**src/rtl/tt_sel_driver.sv**
```systemverilog
`timescale 1ns/1ps
// tt_sel_driver: host-side sequencer for the chip project-select pins
// (ctrl_sel_rst_n, ctrl_sel_inc, ctrl_ena); all pin outputs are registered.
//
// Sequence per request: disable (OFF), counter reset (RST), reset gap (RGAP),
// N increment pulses (INC_HI/INC_LO), then FIN applies the requested ena.
//
// Optional macro TT_SELDRV_INCR_EN: when the chip counter value is known and
// the target is at or above it, skip the reset and pulse only the difference.
//
// Ports:
//   clk, rst_n          clock, asynchronous active-low reset
//   req_valid/req_ready request handshake (ready only in IDLE)
//   req_addr, req_ena   target address and ena level to apply
//   done                one-cycle pulse at sequence completion
//   cur_addr, cur_valid address held by the chip counter and its validity
//   sel_rst_n, sel_inc, ena  pad drivers
module tt_sel_driver #(
    parameter int ADDR_W  = 10,
    parameter int PULSE_W = 4,
    parameter int GAP_W   = 4,
    parameter int RST_W   = 8
) (
    input  logic              clk,
    input  logic              rst_n,
    input  logic              req_valid,
    output logic              req_ready,
    input  logic [ADDR_W-1:0] req_addr,
    input  logic              req_ena,
    output logic              done,
    output logic [ADDR_W-1:0] cur_addr,
    output logic              cur_valid,
    output logic              sel_rst_n,
    output logic              sel_inc,
    output logic              ena
);

    localparam int MAX_PG = (PULSE_W > GAP_W) ? PULSE_W : GAP_W;
    localparam int MAX_W  = (MAX_PG > RST_W) ? MAX_PG : RST_W;
    localparam int TW     = $clog2(MAX_W) + 1;

    // Timer reload values: a phase of W cycles loads W-1 and ends at zero.
    localparam logic [TW-1:0] T_PULSE = TW'(PULSE_W - 1);
    localparam logic [TW-1:0] T_GAP   = TW'(GAP_W - 1);
    localparam logic [TW-1:0] T_RST   = TW'(RST_W - 1);

    typedef enum logic [2:0] {
        S_PRST,
        S_IDLE,
        S_OFF,
        S_RST,
        S_RGAP,
        S_INC_HI,
        S_INC_LO,
        S_FIN
    } state_t;

    state_t            state;
    logic [TW-1:0]     timer;
    logic [ADDR_W-1:0] inc_cnt;
    logic              tgt_ena;
`ifdef TT_SELDRV_INCR_EN
    logic              skip_rst;
`endif

    logic timer_done;
    logic more_inc;

    assign timer_done = (timer == '0);
    assign more_inc   = (inc_cnt != '0);

    always_ff @(posedge clk or negedge rst_n) begin
        if (!rst_n) begin
            state     <= S_PRST;
            timer     <= T_RST;
            inc_cnt   <= '0;
            tgt_ena   <= 1'b0;
`ifdef TT_SELDRV_INCR_EN
            skip_rst  <= 1'b0;
`endif
            req_ready <= 1'b0;
            done      <= 1'b0;
            cur_addr  <= '0;
            cur_valid <= 1'b0;
            sel_rst_n <= 1'b0;
            sel_inc   <= 1'b0;
            ena       <= 1'b0;
        end else begin
            done <= 1'b0;
            if (!timer_done) begin
                timer <= timer - 1'b1;
            end

            unique case (state)
                S_PRST: begin
                    if (timer_done) begin
                        sel_rst_n <= 1'b1;
                        cur_addr  <= '0;
                        cur_valid <= 1'b1;
                        req_ready <= 1'b1;
                        state     <= S_IDLE;
                    end
                end

                S_IDLE: begin
                    // req_ready is only ever high in IDLE.
                    if (req_valid) begin
                        req_ready <= 1'b0;
                        tgt_ena   <= req_ena;
                        ena       <= 1'b0;
                        timer     <= T_GAP;
                        state     <= S_OFF;
`ifdef TT_SELDRV_INCR_EN
                        if (cur_valid && (req_addr >= cur_addr)) begin
                            inc_cnt  <= req_addr - cur_addr;
                            skip_rst <= 1'b1;
                        end else begin
                            inc_cnt  <= req_addr;
                            skip_rst <= 1'b0;
                        end
`else
                        inc_cnt <= req_addr;
`endif
                    end
                end

                S_OFF: begin
                    if (timer_done) begin
`ifdef TT_SELDRV_INCR_EN
                        if (skip_rst) begin
                            if (more_inc) begin
                                sel_inc <= 1'b1;
                                timer   <= T_PULSE;
                                state   <= S_INC_HI;
                            end else begin
                                state <= S_FIN;
                            end
                        end else begin
                            sel_rst_n <= 1'b0;
                            cur_valid <= 1'b0;
                            cur_addr  <= '0;
                            timer     <= T_RST;
                            state     <= S_RST;
                        end
`else
                        sel_rst_n <= 1'b0;
                        cur_valid <= 1'b0;
                        cur_addr  <= '0;
                        timer     <= T_RST;
                        state     <= S_RST;
`endif
                    end
                end

                S_RST: begin
                    if (timer_done) begin
                        sel_rst_n <= 1'b1;
                        timer     <= T_GAP;
                        state     <= S_RGAP;
                    end
                end

                S_RGAP: begin
                    if (timer_done) begin
                        if (more_inc) begin
                            sel_inc <= 1'b1;
                            timer   <= T_PULSE;
                            state   <= S_INC_HI;
                        end else begin
                            state <= S_FIN;
                        end
                    end
                end

                S_INC_HI: begin
                    // The chip counter advances on the falling edge of sel_inc.
                    if (timer_done) begin
                        sel_inc  <= 1'b0;
                        cur_addr <= cur_addr + 1'b1;
                        inc_cnt  <= inc_cnt - 1'b1;
                        timer    <= T_GAP;
                        state    <= S_INC_LO;
                    end
                end

                S_INC_LO: begin
                    if (timer_done) begin
                        if (more_inc) begin
                            sel_inc <= 1'b1;
                            timer   <= T_PULSE;
                            state   <= S_INC_HI;
                        end else begin
                            state <= S_FIN;
                        end
                    end
                end

                S_FIN: begin
                    ena       <= tgt_ena;
                    done      <= 1'b1;
                    cur_valid <= 1'b1;
                    req_ready <= 1'b1;
                    state     <= S_IDLE;
                end

                default: begin
                    state <= S_PRST;
                end
            endcase
        end
    end

    // Pad-level safety: never pulse the counter while it is held in reset.
    a_inc_vs_rst: assert property (
        @(posedge clk) disable iff (!rst_n) !(sel_inc && !sel_rst_n)
    );

    a_rst_invalid: assert property (
        @(posedge clk) disable iff (!rst_n) !sel_rst_n |-> !cur_valid
    );

endmodule

```
**config.mk**
```make
export PLATFORM = sky130hd
export DESIGN_NAME = tt_sel_driver
export DESIGN_NICKNAME = d
export VERILOG_FILES = /design/src/rtl/tt_sel_driver.sv
export SDC_FILE = /design/constraint.sdc
export NUM_CORES = 1
export LEC_CHECK = 0
export CAP_MARGIN = 25
export CORE_AREA = 5 5 67 75
export DETAILED_ROUTE_END_ITERATION = 16
export DIE_AREA = 0 0 72 80
export PLACE_DENSITY_LB_ADDON = 0.3
export SLEW_MARGIN = 20
export SYNTH_ARGS = -nofsm -noshare
export SYNTH_HDL_FRONTEND = slang
export SYNTH_SLANG_ARGS = --single-unit
```
**constraint.sdc**
```tcl
create_clock -name clk -period 6.3 [get_ports clk]
set_input_delay 1.26 -clock clk [delete_from_list [all_inputs] [get_ports clk]]
set_output_delay 1.26 -clock clk [all_outputs]
set_load 0.01 [all_outputs]
```
==> results_dict.tcl <==
set metrics [dict create \
    dp_hpwl_um 2880 \
    reg2regPathDepth 8 \
    drive_above_1_share_pct 8.97 \
    critPathLaunchType "primary input" \
    utilization_pct 55.2 \
    grt-ovfl-total 0 \
    clock_path_buffers 2 \
    path_class "in2reg" \
    core_area_sq_um 4190 \
    wire_per_inst_um 14.4 \
    wirelength_um 4150 \
    yosysTopAreaCell "dfrtp_1" \
    layout.nets 251 \
    synth.area.top_cells "dfrtp_1, a21oi_1, o21ai_0" \
    path_max_fanout 17 \
    worstPathRequired_ps 6470 \
    p_per_area_nw_per_um2 351 \
    synth.most_common_cell "dfrtp_1" \
    cp_num_buf_inv 2 \
    r2r_slack_ps 3610 \
    drtIter0Drc 148 \
    grt_setup_unrepaired "no" \
    maxSlewHeadroom_pct 50.1 \
    drt.antenna.violating_nets 0 \
    antennaDiodeCount 0 \
    nFillCells 394 \
    power_mw 0.813 \
    start_util_pct 45.0 \
    grt_pass1_wl_um 7420 \
    postCtsSetupBuffers 0 \
    hold_end "cur_addr[9]$_DFFE_PN0P_" \
    yosys-top-cells-count "dfrtp_1, a21oi_1, nand2_1, o21ai_0, nor2_1" \
    syn2layout_area_growth_pct 22.7 \
    ys_warn_count 0 \
    ios 30 \
    cpMaxStageDelayCell "a21oi_2" \
    ys.flop_type "dfrtp_1" \
    top_usage_layer "met2" \
    hold_class "reg2reg" \
    remaining_drc_errors 0 \
    yosysTopAreaCellShare_pct 41.1 \
    peakVddDrop_v 0.000129 \
    worst_slack_ps 3590 \
    die-height_um 80 \
    worstSkewPairLatency_ps 290 \
    numCtsBuffers 5 \
    die-width_um 72 \
    syn-cell-area_sq_um 1890 \
    synth.ff_latch_count 34 \
    crit_family "compound AO/OA/AOI/OAI gates" \
    synth_seq_area_share_pct 45.3 \
    tns_ps 0 \
    cts_hold_buf 0 \
    grt.met2_usage_pct 26.7 \
    dieArea_sq_um 5760 \
    clk_pin_slew_ps 60 \
    via_per_inst 5.82 \
    worstMarginPinSlew_ps 746 \
    setup_viol_count_final 0 \
    final_area_sq_um 2310 \
    p_leak_nw 0.959 \
    fin_crit_ps 2710 \
    fin_worst_skew_ps 7.49 \
    outcome "complete, no violations" \
    slew_viol_final 0 \
    cp.arrival_ps 2880 \
    crit_chain "clkdlybuf4s50_1 > nor4bb_1 > buf_4 > a21oi_2 > a21oi_1 > o22a_1" \
    gp_congestion 0.781 \
    rr_startpoint "timer[0]$_DFF_PN1_" \
    syn_nets 223 \
    end_kind "flip-flop" \
    synthCells 205 \
    slowest_delay_ps 500 \
    grt_usage_pct 16.4 \
    cts_tree "built" \
    drt_first_pass_iters 4 \
    place_area_sq_um 2220 \
    clk_root_buffer_cell "clkbuf_8" \
    fmax_mhz 368 \
    ys_async_sr_fraction_pct 100 \
    antenna_found_initial 0 \
    rr_endpoint "timer[0]$_DFF_PN1_" \
    cts.sinks 34 \
    grtUsageMet1_pct 20.6 \
    vias 1676 \
    use_met3_pct 4.41 \
    cts_resized 0 \
    grt_max_degree 35 \
    drv_cap 0 \
    finalHoldViolations 0 \
    htreeDepth 2 \
    grt_pass1_vias 1621 \
    min_period_over_period_pct 43.1 \
    holdPathStages 1 \
    hold_start "cur_addr[9]$_DFFE_PN0P_" \
    synth_edf_count 0 \
    row_count 25 \
    postSynthAreaPerCell_sq_um 9.20 \
    pre_cts_ws_ps 2940 \
    yosysUniqueCellTypes 50 \
    io_buffers 29 \
]
[sequential cells by signal, summed over array words and instances (netlist names)]
name / count
state: 3
timer: 4
ena: 1
sel_rst_n: 1
done: 1
cur_valid: 1
cur_addr: 10
inc_cnt: 10
tgt_ena: 1
req_ready: 1
sel_inc: 1
[metrics by stage]
stage          hold WS, ps  instances
2_1_floorplan          469        205
3_3_place_gp           478        280
3_5_place_dp           486        280
4_1_cts                494        288
5_1_grt                520        288
6_report               491        288
[power by group]
group | internal [mW] | leakage, nW | total (mW) | switching, mW
logic | 0.144 | 0.490 | 0.291 | 0.147
registers | 0.280 | 0.420 | 0.357 | 0.0768
clock network | 0.0881 | 0.0482 | 0.166 | 0.0778
[worst max path at each step]
stage / from / end / slack (ps) / cells past startpoint
after floorplan: req_valid / inc_cnt[7]$_DFFE_PN0P_ / 3830 / 6
final: req_valid / inc_cnt[9]$_DFFE_PN0P_ / 3590 / 6
after detailed placement: req_valid / inc_cnt[9]$_DFFE_PN0P_ / 2940 / 6
after CTS: req_valid / inc_cnt[9]$_DFFE_PN0P_ / 3240 / 6
after global routing: timer[0]$_DFF_PN1_ / timer[0]$_DFF_PN1_ / 3400 / 8
after global placement: req_valid / inc_cnt[9]$_DFFE_PN0P_ / 3000 / 6
[cells by family after synthesis]
kind of cell               synth area share [%]
buffers and inverters                      3.51
DFF                                        45.3
AOI/OAI and AO/OA                          24.0
and+or+nand+nor                            22.3
adders and majority gates                  2.65
muxes                                      2.25
[routing by layer]
layer | part of all wire, % | up-vias
li1 | - | 834
met1 | 47 | 815
met2 | 48 | 21
met3 | 3.7 | 6
met4 | 1.6 | 0
met5 | 0 | -
[area by class of cell]
cell class / count / area, sq um / area share (%)
well taps: 54 / 67.6 / 2.92
inverters: 7 / 26.3 / 1.14
repair buffers: 31 / 305 / 13.2
clock inverters: 1 / 5.00 / 0.216
flip-flops and latches: 34 / 855 / 36.9
multi-input cells: 154 / 970 / 41.9
clock buffers: 7 / 86.3 / 3.73
[placed cells by master, fill, tap and decap left out, types with 3 or more instances in the layout]
master	synthesis	layout
ha_1	4	4
o22a_1	6	6
nand3_1	4	4
dfrtp_1	31	31
clkbuf_8	0	6
and3_1	3	3
dfstp_2	3	3
nor4_1	3	3
o21ai_0	17	17
clkdlybuf4s50_1	0	29
a31oi_1	5	5
nor3_1	7	7
nor2b_1	3	3
nand2_1	18	18
o21a_1	3	3
a21oi_1	22	21
inv_1	6	6
nand4_1	4	4
or3_1	3	3
nor2_1	16	16
(Power assumes the default switching activity.)
